[src/rtl/pong_pkg.sv]
// Shared types and widths for the pong game-flow controller.
package pong_pkg;

    localparam int SCORE_W = 4;
    localparam int LIVES_W = 3;
    localparam int RALLY_W = 8;

    typedef enum logic [2:0] {
        ST_IDLE  = 3'd0,
        ST_SERVE = 3'd1,
        ST_PLAY  = 3'd2,
        ST_PAUSE = 3'd3,
        ST_OVER  = 3'd4
    } game_state_e;

    localparam logic [RALLY_W-1:0] RALLY_MAX = '1;

    function automatic int max_int(input int a, input int b);
        return (a > b) ? a : b;
    endfunction

endpackage

[src/rtl/pong_rgb_reg.sv]
// Pixel-rate colour register: blanking, then text over graphics over background.
module pong_rgb_reg #(
    parameter int               RGB_W  = 3,
    parameter logic [RGB_W-1:0] BG_RGB = RGB_W'(3'b110)
) (
    input  logic             clk,
    input  logic             reset,
    input  logic             pixel_tick,
    input  logic             video_on,
    input  logic             graph_on,
    input  logic [RGB_W-1:0] graph_rgb,
    input  logic             text_on,
    input  logic [RGB_W-1:0] text_rgb,
    output logic [RGB_W-1:0] rgb
);

    logic [RGB_W-1:0] rgb_q, rgb_d;

    // Select the next colour; hold the current one between pixel enables.
    always_comb begin
        rgb_d = rgb_q;
        if (pixel_tick) begin
            if (!video_on) begin
                rgb_d = '0;
            end else if (text_on) begin
                rgb_d = text_rgb;
            end else if (graph_on) begin
                rgb_d = graph_rgb;
            end else begin
                rgb_d = BG_RGB;
            end
        end
    end

    // Colour register.
    always_ff @(posedge clk) begin
        if (reset) begin
            rgb_q <= '0;
        end else begin
            rgb_q <= rgb_d;
        end
    end

    assign rgb = rgb_q;

endmodule

[src/rtl/pong_game_ctrl.sv]
// Game-flow controller: start/serve/play/pause/over sequencing for N players,
// lives, scores, rally counter, winner report and the output colour register.
// All event inputs (frame_tick, hit, miss) are single-clk pulses; the buttons
// are level signals whose rising edges are detected here.
module pong_game_ctrl
    import pong_pkg::*;
#(
    parameter int               N_PLAYERS    = 2,
    parameter int               BTN_W        = 2,
    parameter int               RGB_W        = 3,
    parameter int               LIVES        = 3,
    parameter int               WIN_SCORE    = 9,
    parameter int               SERVE_FRAMES = 60,
    parameter int               OVER_FRAMES  = 120,
    parameter logic [RGB_W-1:0] BG_RGB       = RGB_W'(3'b110)
) (
    input  logic                         clk,
    input  logic                         reset,
    input  logic [N_PLAYERS*BTN_W-1:0]   btn,
    input  logic                         pause_btn,
    input  logic                         frame_tick,
    input  logic                         hit,
    input  logic [N_PLAYERS-1:0]         miss,
    input  logic                         video_on,
    input  logic                         pixel_tick,
    input  logic                         graph_on,
    input  logic [RGB_W-1:0]             graph_rgb,
    input  logic                         text_on,
    input  logic [RGB_W-1:0]             text_rgb,
    output logic                         gra_still,
    output logic [2:0]                   state,
    output logic [N_PLAYERS*SCORE_W-1:0] score,
    output logic [N_PLAYERS*LIVES_W-1:0] lives,
    output logic [RALLY_W-1:0]           rally,
    output logic                         game_over,
    output logic [1:0]                   winner,
    output logic [RGB_W-1:0]             rgb
);

    localparam int                  FRAME_MAX  = max_int(SERVE_FRAMES, OVER_FRAMES);
    localparam int                  FCNT_W     = $clog2(FRAME_MAX + 1);
    localparam logic [FCNT_W-1:0]   SERVE_CNT  = FCNT_W'(SERVE_FRAMES);
    localparam logic [FCNT_W-1:0]   OVER_CNT   = FCNT_W'(OVER_FRAMES);
    localparam logic [SCORE_W-1:0]  WIN_S      = SCORE_W'(WIN_SCORE);
    localparam logic [LIVES_W-1:0]  LIVES_INIT = LIVES_W'(LIVES);

    game_state_e state_q, state_d;

    logic [N_PLAYERS-1:0][SCORE_W-1:0] score_q, score_d, score_miss;
    logic [N_PLAYERS-1:0][LIVES_W-1:0] lives_q, lives_d, lives_miss;
    logic [RALLY_W-1:0]                rally_q, rally_d;
    logic [FCNT_W-1:0]                 frame_cnt_q, frame_cnt_d, frame_cnt_nxt;
    logic                              game_over_q, game_over_d;
    logic [1:0]                        winner_q, winner_d;
    logic                              btn_any_q, btn_any_d;
    logic                              pause_q, pause_d;

    logic                 start_edge, pause_edge, any_miss, game_end;
    logic                 serve_done, over_done;
    logic [SCORE_W-1:0]   best_score;
    logic [1:0]           best_idx;

    // Rising-edge detection of the OR of all player buttons and of pause.
    assign btn_any_d     = |btn;
    assign pause_d       = pause_btn;
    assign start_edge    = btn_any_d & ~btn_any_q;
    assign pause_edge    = pause_d & ~pause_q;
    assign any_miss      = |miss;
    assign frame_cnt_nxt = frame_cnt_q + FCNT_W'(1);
    assign serve_done    = frame_tick && (frame_cnt_nxt == SERVE_CNT);
    assign over_done     = frame_tick && (frame_cnt_nxt == OVER_CNT);

    // Lives/scores as they would look after this cycle's miss, plus end-of-game test.
    always_comb begin
        score_miss = score_q;
        lives_miss = lives_q;
        game_end   = 1'b0;
        for (int i = 0; i < N_PLAYERS; i++) begin
            if (miss[i]) begin
                if (lives_q[i] != '0) begin
                    lives_miss[i] = lives_q[i] - LIVES_W'(1);
                end
            end else if (N_PLAYERS > 1) begin
                if (score_q[i] < WIN_S) begin
                    score_miss[i] = score_q[i] + SCORE_W'(1);
                end
            end
            if ((lives_miss[i] == '0) || (score_miss[i] == WIN_S)) begin
                game_end = 1'b1;
            end
        end
    end

    // Winner candidate: lowest-index player holding the highest post-miss score.
    always_comb begin
        best_score = score_miss[0];
        best_idx   = 2'd0;
        for (int i = 1; i < N_PLAYERS; i++) begin
            if (score_miss[i] > best_score) begin
                best_score = score_miss[i];
                best_idx   = 2'(i);
            end
        end
    end

    // State register.
    always_ff @(posedge clk) begin
        if (reset) begin
            state_q <= ST_IDLE;
        end else begin
            state_q <= state_d;
        end
    end

    // Next-state logic; in PLAY a miss outranks a pause edge.
    always_comb begin
        state_d = state_q;
        case (state_q)
            ST_IDLE:  if (start_edge) state_d = ST_SERVE;
            ST_SERVE: if (serve_done) state_d = ST_PLAY;
            ST_PLAY: begin
                if (any_miss) begin
                    state_d = game_end ? ST_OVER : ST_SERVE;
                end else if (pause_edge) begin
                    state_d = ST_PAUSE;
                end
            end
            ST_PAUSE: if (pause_edge) state_d = ST_PLAY;
            ST_OVER:  if (over_done) state_d = ST_IDLE;
            default:  state_d = ST_IDLE;
        endcase
    end

    // State-decoded outputs.
    always_comb begin
        gra_still = 1'b1;
        if (state_q == ST_PLAY) begin
            gra_still = 1'b0;
        end
        state = state_q;
    end

    // Datapath: scores, lives, rally, frame counter, winner and game_over pulse.
    always_comb begin
        score_d     = score_q;
        lives_d     = lives_q;
        rally_d     = rally_q;
        winner_d    = winner_q;
        frame_cnt_d = frame_cnt_q;
        game_over_d = 1'b0;

        // Only SERVE and OVER time anything, so the count runs there alone.
        if (state_d != state_q) begin
            frame_cnt_d = '0;
        end else if (frame_tick && ((state_q == ST_SERVE) || (state_q == ST_OVER))) begin
            frame_cnt_d = frame_cnt_nxt;
        end

        case (state_q)
            ST_IDLE: begin
                if (start_edge) begin
                    score_d = '0;
                    lives_d = {N_PLAYERS{LIVES_INIT}};
                    rally_d = '0;
                end
            end
            ST_PLAY: begin
                if (any_miss) begin
                    score_d = score_miss;
                    lives_d = lives_miss;
                end else if (!pause_edge && hit) begin
                    if (rally_q != RALLY_MAX) begin
                        rally_d = rally_q + RALLY_W'(1);
                    end
                    // A lone player scores on paddle hits instead of opponent misses.
                    if ((N_PLAYERS == 1) && (score_q[0] < WIN_S)) begin
                        score_d[0] = score_q[0] + SCORE_W'(1);
                    end
                end
            end
            default: ;
        endcase

        if ((state_d == ST_SERVE) && (state_q != ST_SERVE)) begin
            rally_d = '0;
        end
        if ((state_d == ST_OVER) && (state_q != ST_OVER)) begin
            game_over_d = 1'b1;
            winner_d    = best_idx;
        end
    end

    // Datapath registers.
    always_ff @(posedge clk) begin
        if (reset) begin
            score_q     <= '0;
            lives_q     <= {N_PLAYERS{LIVES_INIT}};
            rally_q     <= '0;
            frame_cnt_q <= '0;
            game_over_q <= 1'b0;
            winner_q    <= 2'd0;
            btn_any_q   <= 1'b0;
            pause_q     <= 1'b0;
        end else begin
            score_q     <= score_d;
            lives_q     <= lives_d;
            rally_q     <= rally_d;
            frame_cnt_q <= frame_cnt_d;
            game_over_q <= game_over_d;
            winner_q    <= winner_d;
            btn_any_q   <= btn_any_d;
            pause_q     <= pause_d;
        end
    end

    assign score     = score_q;
    assign lives     = lives_q;
    assign rally     = rally_q;
    assign game_over = game_over_q;
    assign winner    = winner_q;

    pong_rgb_reg #(
        .RGB_W  (RGB_W),
        .BG_RGB (BG_RGB)
    ) u_rgb_reg (
        .clk        (clk),
        .reset      (reset),
        .pixel_tick (pixel_tick),
        .video_on   (video_on),
        .graph_on   (graph_on),
        .graph_rgb  (graph_rgb),
        .text_on    (text_on),
        .text_rgb   (text_rgb),
        .rgb        (rgb)
    );

endmodule

[config.mk]
export PLATFORM = sky130hd
export DESIGN_NAME = pong_game_ctrl
export DESIGN_NICKNAME = d
export VERILOG_FILES = /design/src/rtl/pong_pkg.sv /design/src/rtl/pong_rgb_reg.sv /design/src/rtl/pong_game_ctrl.sv
export SDC_FILE = /design/constraint.sdc
export NUM_CORES = 1
export LEC_CHECK = 0
export CAP_MARGIN = 20
export CORE_UTILIZATION = 50
export DETAILED_ROUTE_END_ITERATION = 10
export DONT_BUFFER_PORTS = 1
export GPL_ROUTABILITY_DRIVEN = 0
export PLACE_DENSITY = 0.76
export SLEW_MARGIN = 20
export SYNTH_ARGS = -nofsm -noshare
export SYNTH_HDL_FRONTEND = slang
export SYNTH_SLANG_ARGS = --single-unit
[constraint.sdc]
create_clock -name clk -period 3.05 [get_ports clk]
set_clock_uncertainty 0.2 [all_clocks]
set_input_delay 0.7625 -clock clk [delete_from_list [all_inputs] [get_ports clk]]
set_output_delay 0.7625 -clock clk [all_outputs]
set_load 0.05 [all_outputs]
[Word-level counts from Yosys, hierarchy flattened]
Cells that the tools add are included.
Operators by class
  order comparisons: 3
  muxes and demuxes: 34
  bitwise logic cells: 4
  add/subtract/negate cells: 6
  eq/ne operators: 19
  reduce and logical (&&, ||, !) cells: 22
Operators with widths (count)
  3-bit 2-to-1 mux: 14
  8-bit 2-to-1 mux: 5
  8-bit one-hot mux with 2 select lines: 2
  4-bit 2-to-1 mux: 4
  3-bit one-hot mux with 5 select lines: 1
  6-bit 2-to-1 mux: 2
  6-bit one-hot mux with 2 select lines: 1
  3-bit zero test: 3
  4-bit by 1-bit adder with 4-bit output (second input constant): 2
  8-bit by 1-bit adder with 8-bit output (second input constant): 1
  4-bit equality test (second input constant): 2
  4-bit less-than comparator (second input constant): 2
  8-bit != test (second input constant): 1
  7-bit by 1-bit adder with 7-bit output (second input constant): 1
  7-bit by 6-bit equality test with 1-bit output (second input constant): 1
  7-bit equality test (second input constant): 1
  3-bit by 1-bit equality test with 1-bit output (second input constant): 2
  3-bit by 2-bit equality test with 1-bit output (second input constant): 2
  3-bit equality test (second input constant): 2
  1-bit logical AND: 6
  2-bit != test (second input constant): 3
  3-bit nonzero test: 2
  2-bit OR reduction: 3
  3-bit by 1-bit subtractor with 3-bit output (second input constant): 2
  14 further kinds: 23
Word-level totals
  bits of input ports: 21
  output and inout bits: 32
  flip-flop bits (word level): 40
  logic and storage cells: 100

[Depth between registers and ports, before layout]
Gate-level depths: netlist of the first run.
  depth after elaboration: 13
  mapped depth: 13
  depth with buffers taken out: 13

[Cells and area by module]
From an unflattened synthesis of the first run, not the netlist that was laid out.
Second synthesis, totals
  cells, all modules: 296
  area, all modules: 2522.4 sq um
By module, submodules not included
  pong_game_ctrl: cells each 280, seq. area each 720.7 sq um, instances 1, area an instance 2358.5 sq um
  pong_rgb_reg: cells each 16, seq. area each 60.1 sq um, instances 1, area an instance 163.9 sq um

[Worst setup path after synthesis of the first run]
Ideal clock, no wire load.
  path kind: reg2reg
  start point: reg score_q (netlist bit score[0])
  end point: reg winner_q[0] (netlist: winner[0])
  slack: 191 ps
  arrival time: 2538 ps
  stages on the path, launching flop included: 13
  buffers on the path: 0
  path through: dfxtp_1 > inv_1 > ha_1 > nand2b_4 > a21oi_4 > mux2i_1 > ha_1 > nor2b_1 > o21ai_0 > nand2b_1 > a21oi_1 > nor3_1 > mux2_4
On the way
  word-level cells in the longest chain between the ends: 12
Ends and longest elaborated chain
  start, declared: line pong_game_ctrl.sv:49  | logic [N_PLAYERS-1:0][SCORE_W-1:0] score_q, score_d, score_miss;
  start signal, assigned: line pong_game_ctrl.sv:205  | score_q <= score_d;
  4-bit by 1-bit adder with 4-bit output or 4-bit less-than comparator (tied branches): line pong_game_ctrl.sv:85, pong_game_ctrl.sv:84
  4-bit 2-to-1 mux: line pong_game_ctrl.sv:84  | if (score_q[i] < WIN_S) begin
  4-bit 2-to-1 mux (*): line pong_game_ctrl.sv:79  | if (miss[i]) begin
  4-bit equality test: line pong_game_ctrl.sv:88  | if ((lives_miss[i] == '0) || (score_miss[i] == WIN_S)) begin
  1-bit logical OR: line pong_game_ctrl.sv:88
  1-bit 2-to-1 mux (2 in series): line pong_game_ctrl.sv:88
  3-bit 2-to-1 mux: line pong_game_ctrl.sv:123  | state_d = game_end ? ST_OVER : ST_SERVE;
  3-bit 2-to-1 mux: line pong_game_ctrl.sv:122  | if (any_miss) begin
  3-bit one-hot mux with 5 select lines: line pong_game_ctrl.sv:118  | case (state_q)
  3-bit equality test: line pong_game_ctrl.sv:187  | if ((state_d == ST_OVER) && (state_q != ST_OVER)) begin
  1-bit logical AND: line pong_game_ctrl.sv:187
  end signal, assigned: line pong_game_ctrl.sv:210  | winner_q <= winner_d;
  end, declared: line pong_game_ctrl.sv:54  | logic [1:0] winner_q, winner_d;
Mark *: on every way between the ends. The rest lies on a longest branch, timed or not.
A chain may end at the register's enable or synchronous reset.

[Worst setup path after layout of the first run]
Ends and elaborated chain as after synthesis.

==> flow_summary.json, run 1 <==
{
  "status": "complete, no violations",
  "cts.sinks": 39,
  "detail_route.vias_per_cell": 5.88,
  "worstSetupPathType": "register to register",
  "worstPathBufferInverterCount": 1,
  "rsz0062_at_grt": "false",
  "n_fill_cell": 470,
  "clock-root-buffer": "clkbuf_8",
  "hold_slack_ps": 333,
  "clk_pin_slew_ps": 70,
  "cp-start-kind": "register",
  "drive_gt1_share_pct": 19.1,
  "final_common_cell": "dfxtp_1",
  "synthFlopType": "dfxtp_1",
  "grt-ovfl-total": 0,
  "syn_nets": 356,
  "final_cell_mix": "dfxtp_1, nor2_1, buf_4, inv_1",
  "regArea_um2": 781,
  "cp.required_ps": 3030,
  "pre_cts_ws_ps": 425,
  "routedWlPerCell_um": 14.9,
  "rows": 26,
  "ir_drop_uv": 264,
  "num_vias": 2380,
  "drtAntennaViolNets": 0,
  "die_h_um": 76.5,
  "maxCapViolCount": 0,
  "hpwl_um": 4580,
  "powerDensity_nw_per_um2": 403,
  "cts_max_level": 2,
  "grt_pass1_wl_um": 10100,
  "cpPeakStageDelay_ps": 310,
  "finalWorstSetupSlack_ps": 437,
  "netlist_area_um2": 2780,
  "ioPinCount": 53,
  "slew_headroom_pct": 47.6,
  "cts_tree": "built",
  "seq_area_frac_synth_pct": 28.1,
  "final_cells": 405,
  "core_um2": 5240,
  "cp_max_fo": 5,
  "cts_inserted_buffers": 5,
  "synth_seq_cells": 39,
  "multiInputGateArea_um2": 1820,
  "layout_min_cycle_time_ps": 2610,
  "p_leak_uw": 0.00115,
  "initial_core_util_pct": 53.0,
  "ctsHoldBuffers": 0,
  "wirelength_um": 6040,
  "ys_warn_count": 0,
  "ys_async_sr_fraction_pct": 0,
  "crit_chain": "inv_1 > ha_1 > nand2b_4 > a21oi_4 > mux2i_1 > ha_1 > nor2b_1 > o21ai_0 > nand2b_1 > a21oi_1 > nor3_1 > mux2_4",
  "cp_slowest_cell": "dfxtp_1",
  "place_inst": 397,
  "yosysUniqueCellTypes": 72,
  "synth_edf_count": 0,
  "post_cts_buffers": 0,
  "crit_family": "compound AO/OA/AOI/OAI gates",
  "cts_resized": 0,
  "end_kind": "register",
  "first_iter_violations": 146,
  "clk_latency_ps": 290,
  "final.setup.tns_ps": 0,
  "worst_slew_pin_slew_ps": 780,
  "dr.pass1.iters": 4,
  "area_delta_synth_final_pct": 9.60,
  "cp_data_arrival_time_ps": 2600,
  "slew_violations": 0,
  "drc": 0,
  "cts_max_path_buffers": 2,
  "grt_max_degree": 29,
  "hold_path_class": "input pin to register",
  "syn_area_per_cell_um2": 8.73,
  "crit_top_cell": "ha_1",
  "die_area_um2": 5850,
  "grt_pass1_vias": 2215,
  "fin_crit_sh_pct": 85.7,
  "diodes": 0,
  "grt_use_total_pct": 21.1,
  "io_buffers": 0,
  "antenna_found_initial": 0,
  "nets": 372,
  "finalSetupViolations": 0,
  "synthCells": 318,
  "max_freq_ghz": 0.383,
  "die_x_um": 76.5,
  "final-hold-violation-count": 0
}
## power by group
group | switching (uW) | internal (uW)
combinational | 186 | 102
sequential | 31.0 | 524
clock | 178 | 206
## through the flow
step           util, %  total power [uW]  instance area [um2]
6_report          58.1              1230                 3040
2_1_floorplan        -               817                 2780
3_5_place_dp      56.2               856                 2940
3_3_place_gp      56.2               851                 2940
5_1_grt           58.1              1290                 3040
4_1_cts           58.1              1240                 3040
## state kept, by name, indices dropped and copies added, names as in the netlist, 3 cells and up
name and count:
frame_cnt_q 7, rally 8, u_rgb_reg.rgb 3, lives 6, state 3, score 8
## metal layers
layer | wire length (um) | global-route usage, % | up-vias
li1 | - | - | 1177
met1 | 2680 | 25.7 | 1119
met2 | 2910 | 35.9 | 73
met3 | 358 | 5.75 | 11
met4 | 91 | 6.73 | 0
met5 | 0 | 0 | -
## cells in the mapped netlist, types with 6 or more instances
cell type | instances | area [um2]
dfxtp_1 | 39 | 781
nor2_1 | 25 | 93.8
inv_1 | 19 | 71.3
ha_1 | 17 | 213
nand2_1 | 17 | 63.8
a21oi_1 | 16 | 80.1
o21ai_0 | 16 | 80.1
nor3_1 | 14 | 70.1
nand3_1 | 11 | 55.1
nor2b_1 | 10 | 62.6
nand2b_1 | 9 | 56.3
xnor2_1 | 8 | 70.1
xor2_1 | 7 | 61.3
buf_4 | 6 | 45.0
mux2i_1 | 6 | 60.1
nand4_1 | 6 | 37.5
## kinds of logic (layout without fill, tap and decap cells)
group                    Yosys count  in the layout  share of synthesized area, %
AND/OR/NAND/NOR                  129            129                          28.8
AO/OA/AOI/OAI                     75             75                          21.6
XOR/XNOR                          15             15                          4.73
adder cells (fa/ha/maj)           17             17                          7.66
buffers and inverters             35             52                          6.22
other                              1              1                         0.135
multiplexers                       7              7                          2.70
flip-flops                        39             39                          28.1
## worst register-to-register path: stages (launching register included)
cell	delay [ps]
dfxtp_1	310
inv_1	120
ha_1	240
nand2b_4	70
a21oi_4	220
mux2i_1	260
ha_1	270
nor2b_1	130
o21ai_0	160
nand2b_1	80
a21oi_1	140
nor3_1	60
mux2_4	260
## worst paths after layout
path             from        end  slack [ps]  cells after the start
max reg2reg  score[0]  winner[0]         440                     12
min             reset   state[0]         330                      1
max          score[0]  winner[0]         440                     12
min reg2reg  lives[3]   lives[3]         360                      2
## final cells by class
type	count	area share [%]
Clock buffer	8	3.29
Inverter	21	2.59
Multi-Input combinational cell	244	59.9
Tap cell	70	2.88
Sequential cell	39	25.7
Timing Repair Buffer	23	5.67
Power figures use the tool's default switching activity.
==> run 2: changes to the inputs <==
- CAP_MARGIN: 20 -> 5
==> results of run 2 <==
The final DEF is identical to that of run 1; final timing and power are the same.
